--- src/rtl/pll_reset_sequencer.sv ---
// PLL bring-up sequencer: holds PLL reset, waits for a synchronized lock with timeout/retry,
// requires a stable lock window, then releases system reset; lock loss or relock restarts it.
module pll_reset_sequencer #(
  parameter int unsigned RST_HOLD_CYCLES     = 16,
  parameter int unsigned LOCK_TIMEOUT_CYCLES = 4800,
  parameter int unsigned LOCK_STABLE_CYCLES  = 480,
  parameter int unsigned MAX_RETRIES         = 3
) (
  input  logic       clk,
  input  logic       rst_n,
  input  logic       pll_locked,
  input  logic       relock_req,
  output logic       pll_rst_n,
  output logic       sys_rst_n,
  output logic       pll_fault,
  output logic [3:0] retry_count,
  output logic [2:0] state
);

  typedef enum logic [2:0] {
    ST_RESET     = 3'd0,
    ST_WAIT_LOCK = 3'd1,
    ST_STABLE    = 3'd2,
    ST_RUN       = 3'd3,
    ST_FAULT     = 3'd4
  } state_e;

  // Terminal counts: the counter starts at 0 on state entry, so "N cycles" ends at N-1.
  localparam logic [15:0] HOLD_LAST    = 16'(RST_HOLD_CYCLES - 1);
  localparam logic [15:0] TIMEOUT_LAST = 16'(LOCK_TIMEOUT_CYCLES - 1);
  localparam logic [15:0] STABLE_LAST  = 16'(LOCK_STABLE_CYCLES - 1);
  localparam logic [3:0]  RETRY_MAX    = 4'(MAX_RETRIES);

  state_e      state_q, state_d;
  logic [15:0] cnt_q, cnt_d;
  logic [3:0]  retry_q, retry_d;
  logic [3:0]  retry_inc;
  logic        lock_meta_q, lock_s_q;
  logic        pll_rst_n_q, sys_rst_n_q, pll_fault_q;

  // NOTE: sequential state uses non-blocking assignments so every flop samples pre-edge values.
  always_ff @(posedge clk or negedge rst_n) begin
    if (!rst_n) begin
      lock_meta_q <= 1'b0;
      lock_s_q    <= 1'b0;
    end else begin
      lock_meta_q <= pll_locked;
      lock_s_q    <= lock_meta_q;
    end
  end

  assign retry_inc = (retry_q >= RETRY_MAX) ? RETRY_MAX : retry_q + 4'd1;

  // NOTE: every always_comb output gets a default first so no path can infer a latch.
  always_comb begin
    state_d = state_q;
    cnt_d   = cnt_q;
    retry_d = retry_q;

    case (state_q)
      ST_RESET: begin
        cnt_d = cnt_q + 16'd1;
        if (cnt_q == HOLD_LAST) state_d = ST_WAIT_LOCK;
      end
      ST_WAIT_LOCK: begin
        cnt_d = cnt_q + 16'd1;
        if (lock_s_q) begin
          state_d = ST_STABLE;
        end else if (cnt_q == TIMEOUT_LAST) begin
          retry_d = retry_inc;
          state_d = (retry_inc == RETRY_MAX) ? ST_FAULT : ST_RESET;
        end
      end
      ST_STABLE: begin
        cnt_d = cnt_q + 16'd1;
        if (!lock_s_q)                  state_d = ST_WAIT_LOCK;
        else if (cnt_q == STABLE_LAST)  state_d = ST_RUN;
      end
      ST_RUN: begin
        if (!lock_s_q) begin
          state_d = ST_RESET;
          retry_d = '0;
        end
      end
      ST_FAULT: ;
      default: state_d = ST_RESET;
    endcase

    // Relock overrides everything and restarts the hold window even from RESET.
    if (relock_req) begin
      state_d = ST_RESET;
      retry_d = '0;
    end

    if (state_d != state_q || relock_req) cnt_d = '0;
  end

  always_ff @(posedge clk or negedge rst_n) begin
    if (!rst_n) begin
      state_q     <= ST_RESET;
      cnt_q       <= '0;
      retry_q     <= '0;
      pll_rst_n_q <= 1'b0;
      sys_rst_n_q <= 1'b0;
      pll_fault_q <= 1'b0;
    end else begin
      state_q     <= state_d;
      cnt_q       <= cnt_d;
      retry_q     <= retry_d;
      pll_rst_n_q <= !(state_d == ST_RESET || state_d == ST_FAULT);
      sys_rst_n_q <= (state_d == ST_RUN);
      pll_fault_q <= (state_d == ST_FAULT);
    end
  end

  assign pll_rst_n   = pll_rst_n_q;
  assign sys_rst_n   = sys_rst_n_q;
  assign pll_fault   = pll_fault_q;
  assign retry_count = retry_q;
  assign state       = state_q;

endmodule

--- config.mk ---
export PLATFORM = sky130hd
export DESIGN_NAME = pll_reset_sequencer
export DESIGN_NICKNAME = d
export VERILOG_FILES = /design/src/rtl/pll_reset_sequencer.sv
export SDC_FILE = /design/constraint.sdc
export NUM_CORES = 1
export LEC_CHECK = 0
export CAP_MARGIN = 20
export CORE_MARGIN = 3
export CORE_UTILIZATION = 50
export CTS_CLUSTER_DIAMETER = 30
export DETAILED_ROUTE_END_ITERATION = 7
export GPL_ROUTABILITY_DRIVEN = 0
export PLACE_DENSITY = 0.74
export SKIP_LAST_GASP = 1
export SLEW_MARGIN = 20
export SYNTH_ARGS = -nofsm -noshare
export SYNTH_HDL_FRONTEND = slang
export SYNTH_SLANG_ARGS = --single-unit
--- constraint.sdc ---
create_clock -name clk -period 2.65 [get_ports clk]
set_clock_uncertainty 0.1 [all_clocks]
set_input_delay 0.3975 -clock clk [delete_from_list [all_inputs] [get_ports clk]]
set_output_delay 0.3975 -clock clk [all_outputs]
set_load 0.02 [all_outputs]
==> reports/metrics.sh <==
N_FILL_CELL=231
GRT_MAX_DEGREE=29
PIN_COUNT=14
LAYOUT_COMMONEST_CELL='sky130_fd_sc_hd__dfrtp_1'
DRIVE_ABOVE_1_SHARE_PCT=20.0
ROUTE.DETAILED.DRC=0
INSERTION_DELAY_NS=0.32
ROWS=19
DRT_PRE_ANTENNA_ITERS=6
CRIT_PATH_START_KIND='flop'
UTILIZATION_PCT=65.2
YOSYS_WARNINGS=0
DRT_WL_TOTAL_UM=3420
SYNTH.LIB_CELLS_USED.DISTINCT=39
POWER_DENSITY_mW_PER_MM2=357
FINAL_CELL_MIX='sky130_fd_sc_hd__dfrtp_1 (28), sky130_fd_sc_hd__buf_4 (15), sky130_fd_sc_hd__clkdlybuf4s50_1 (13)'
GRT_FIRST_PASS_WIRELENGTH_UM=5840
GRT_REMAINING_OVERFLOW=0
SETUP_TOTAL_NEGATIVE_SLACK_NS=-0.00870
START_UTIL_PCT=53.8
ANTENNA_FOUND_INITIAL=0
CLOCK_PIN_SLEW_ON_THE_WORST_SETUP_AND_HOLD_PATHS_NS=0.14
NUMCLOCKSINKS=28
PORT-BUFFER-COUNT=13
SYNTHESIS.AREA_SQ_MM=0.00152
FINALINSTANCEAREA_SQ_MM=0.00184
FINALSETUPVIOLATIONS=2
CTS_TREE='done'
RELSLEWSLACK_PCT=43.5
DETAILED_ROUTE_VIA_COUNT=1271
FINAL.PERIOD_UTILIZATION_PCT=100
GRT_SETUP_UNREPAIRED='yes'
SYN2LAYOUT_AREA_GROWTH_PCT=21.1
SYN_NETS=156
REGISTER_AREA_SQ_UM=701
NUM-NETS-FINAL=183
FIRST_GLOBAL_VIAS=1250
TIMING.CRITICAL_PATH.TO_TYPE='flop'
IRDROPWORSTVDD_V=0.000349
FAILING_CHECKS='negative setup slack'
TIMING_MAX_TRANSITION_VIOLATIONS_FINAL=0
CORE_SQ_MM=0.00283
CLK_PATH_BUF_DEPTH=2
SEQ_TOTAL_AREA_YOSYS_PCT=46.0
SYNTH-SEQ-CELLS=28
MAX-CAP-VIOLATIONS=0
PLACED_CELL_AREA_SQ_MM=0.00175
POSTROUTEANTENNANETS=0
DIE_AREA_SQ_MM=0.00374
CRITPATHKIND='reg2reg'
STATUS='finished, violations left'
TRACK_USAGE_PCT=21.0
FMAX_GHz=0.377
NETLIST.TOP_CELL.BY_AREA='sky130_fd_sc_hd__dfrtp_1'
TIMING.CRITICAL_PATH.REQUIRED_NS=2.80
DIE_WIDTH_UM=61.2
POST_ROUTE_TOTAL_POWER_uW=658
FINAL_HOLD_VIOL_COUNT=0
DP_HPWL_UM=2520
POST_SYNTH_INST_COUNT=150
SYNTH_TOP_AREA_SHARE_PCT=46.0
NUMCTSBUFFERS=3
PRECTSSETUPSLACK_NS=-0.0319
REGTOREGSETUPSLACK_NS=-0.005
DRT-INITIAL-DRC-COUNT=67
CLOCK_TREE.ROOT_CELL='sky130_fd_sc_hd__clkbuf_4'
FP.DIEH_UM=61.2
LAYOUT_MIN_CYCLE_TIME_NS=2.65
VIASPERCELL=6.17
TOTAL_LEAKAGE_POWER_uW=0.000778
AREA_USED_BY_MULTI_INPUT_COMBINATIONAL_LOGIC_SQ_UM=821
SYNTHESIS.AREA_PER_INSTANCE_SQ_UM=10.2
YOSYS-TOP-CELLS-AREA='sky130_fd_sc_hd__dfrtp_1 (46%), sky130_fd_sc_hd__xnor2_1 (4.6%), sky130_fd_sc_hd__xor2_1 (4.6%), sky130_fd_sc_hd__a211oi_1 (4.4%), sky130_fd_sc_hd__nand4_1 (2.9%)'
WORST_EP_ARRIVAL_TIME_NS=2.81
HOLD_CLASS='reg2reg'
TIMING_WORST_SLEW_PIN_VALUE_NS=0.837
ROUTE.DETAILED.WL_PER_INST_UM=16.6
SETUP_SLACK_NS=-0.00472
ANTENNA_CELLS_INSERTED=0
HTREE_LEVELS=1
WORSTPATHMAXFANOUT=8
[stage by stage]
stage / instances / hold WS [ns]
6_report: 206 / 0.266
5_1_grt: 206 / 0.285
4_1_cts: 202 / 0.271
3_5_place_dp: 199 / 0.239
3_3_place_gp: 199 / 0.235
2_1_floorplan: 150 / 0.00191
[where the power goes]
part           leakage, uW  switching, uW  internal [uW]  total, uW
logic             0.000380           27.5           21.1       48.6
registers         0.000384           7.86            434        442
clock network    0.0000138            115           53.3        168
total             0.000778            150            508        658
[logic make-up (layout without fill, tap and decap cells)]
family / count (synthesis) / in the layout / synth area share (%)
simple gates: 67 / 67 / 27.5
mux: 1 / 1 / 0.657
compound gates: 25 / 25 / 12.1
flops: 28 / 28 / 46.0
fa+ha+maj: 2 / 2 / 1.64
xor+xnor: 16 / 16 / 9.20
buf+inv: 11 / 36 / 2.88
[cell type report]
type                            instances  area share (%)
Tap cell                               31            2.10
Inverter                                5            1.02
Timing Repair Buffer                   28            13.2
Multi-Input combinational cell        111            44.5
Sequential cell                        28            38.0
Clock buffer                            3            1.22
[state kept, by name, indices dropped and copies added, names as in the netlist]
register	cells
lock_meta_q	1
lock_s_q	1
sys_rst_n	1
pll_rst_n	1
pll_fault	1
cnt_q	16
state	3
retry_count	4
[per-layer routing]
metal / up-vias / track usage [%] / part of all wire (%)
met5: - / 0 / 0
li1: 598 / - / -
met1: 625 / 28.7 / 45
met4: 0 / 5.57 / 1.1
met3: 4 / 4.61 / 6.1
met2: 44 / 33.7 / 48
[final timing paths]
check / depth (start not counted) / from / end
max: 6 / cnt_q[5]$_DFFE_PN0P_ / cnt_q[5]$_DFFE_PN0P_
min: 0 / lock_meta_q$_DFF_PN0_ / lock_s_q$_DFF_PN0_
max reg2reg: 6 / cnt_q[5]$_DFFE_PN0P_ / cnt_q[5]$_DFFE_PN0P_
min reg2reg: 0 / lock_meta_q$_DFF_PN0_ / lock_s_q$_DFF_PN0_
max in group asynchronous: 2 / rst_n / state[1]$_DFF_PN0_
min in group asynchronous: 2 / rst_n / retry_count[2]$_DFFE_PN0P_
[timing repair]
action,in CTS,in global routing
pin swaps,1,3
setup endpoints to repair,8,10
resized for setup,2,6
hold buffers,0,0
buffers inserted,0,4
[cell usage after synthesis]
library cell	number
sky130_fd_sc_hd__nand4b_1	1
sky130_fd_sc_hd__nand3b_1	1
sky130_fd_sc_hd__nand3_1	6
sky130_fd_sc_hd__xor2_1	8
sky130_fd_sc_hd__or2_2	1
sky130_fd_sc_hd__nor4_1	1
sky130_fd_sc_hd__and3_2	1
sky130_fd_sc_hd__nor3_1	6
sky130_fd_sc_hd__nand2_1	8
sky130_fd_sc_hd__o21ai_0	5
sky130_fd_sc_hd__or4bb_1	1
sky130_fd_sc_hd__a21oi_1	7
sky130_fd_sc_hd__clkbuf_1	3
sky130_fd_sc_hd__o31ai_2	1
sky130_fd_sc_hd__buf_1	1
sky130_fd_sc_hd__a211oi_1	9
sky130_fd_sc_hd__or4_1	2
sky130_fd_sc_hd__nand4_1	7
sky130_fd_sc_hd__and2_1	3
sky130_fd_sc_hd__nor4_4	1
sky130_fd_sc_hd__mux2i_1	1
sky130_fd_sc_hd__nor3_2	1
sky130_fd_sc_hd__or4b_4	1
sky130_fd_sc_hd__and4bb_2	1
sky130_fd_sc_hd__nor3b_1	3
sky130_fd_sc_hd__or4_4	2
sky130_fd_sc_hd__buf_2	2
sky130_fd_sc_hd__nor2_1	11
sky130_fd_sc_hd__a21o_1	1
sky130_fd_sc_hd__or3_1	2
sky130_fd_sc_hd__and4b_1	1
sky130_fd_sc_hd__ha_1	2
sky130_fd_sc_hd__o41ai_1	1
sky130_fd_sc_hd__xnor2_1	8
sky130_fd_sc_hd__a2111oi_4	1
sky130_fd_sc_hd__nand2b_1	1
sky130_fd_sc_hd__inv_1	5
sky130_fd_sc_hd__and3_1	5
sky130_fd_sc_hd__dfrtp_1	28
[critical path, cell delays in order (launching register included)]
cell and delay, ns:
sky130_fd_sc_hd__dfrtp_1 0.44, sky130_fd_sc_hd__or4b_4 0.50, sky130_fd_sc_hd__or4_4 0.54, sky130_fd_sc_hd__a2111oi_4 0.41, sky130_fd_sc_hd__buf_4 0.19, sky130_fd_sc_hd__o31ai_4 0.14
sky130_fd_sc_hd__a211oi_2 0.26
(Power assumes the default switching activity.)
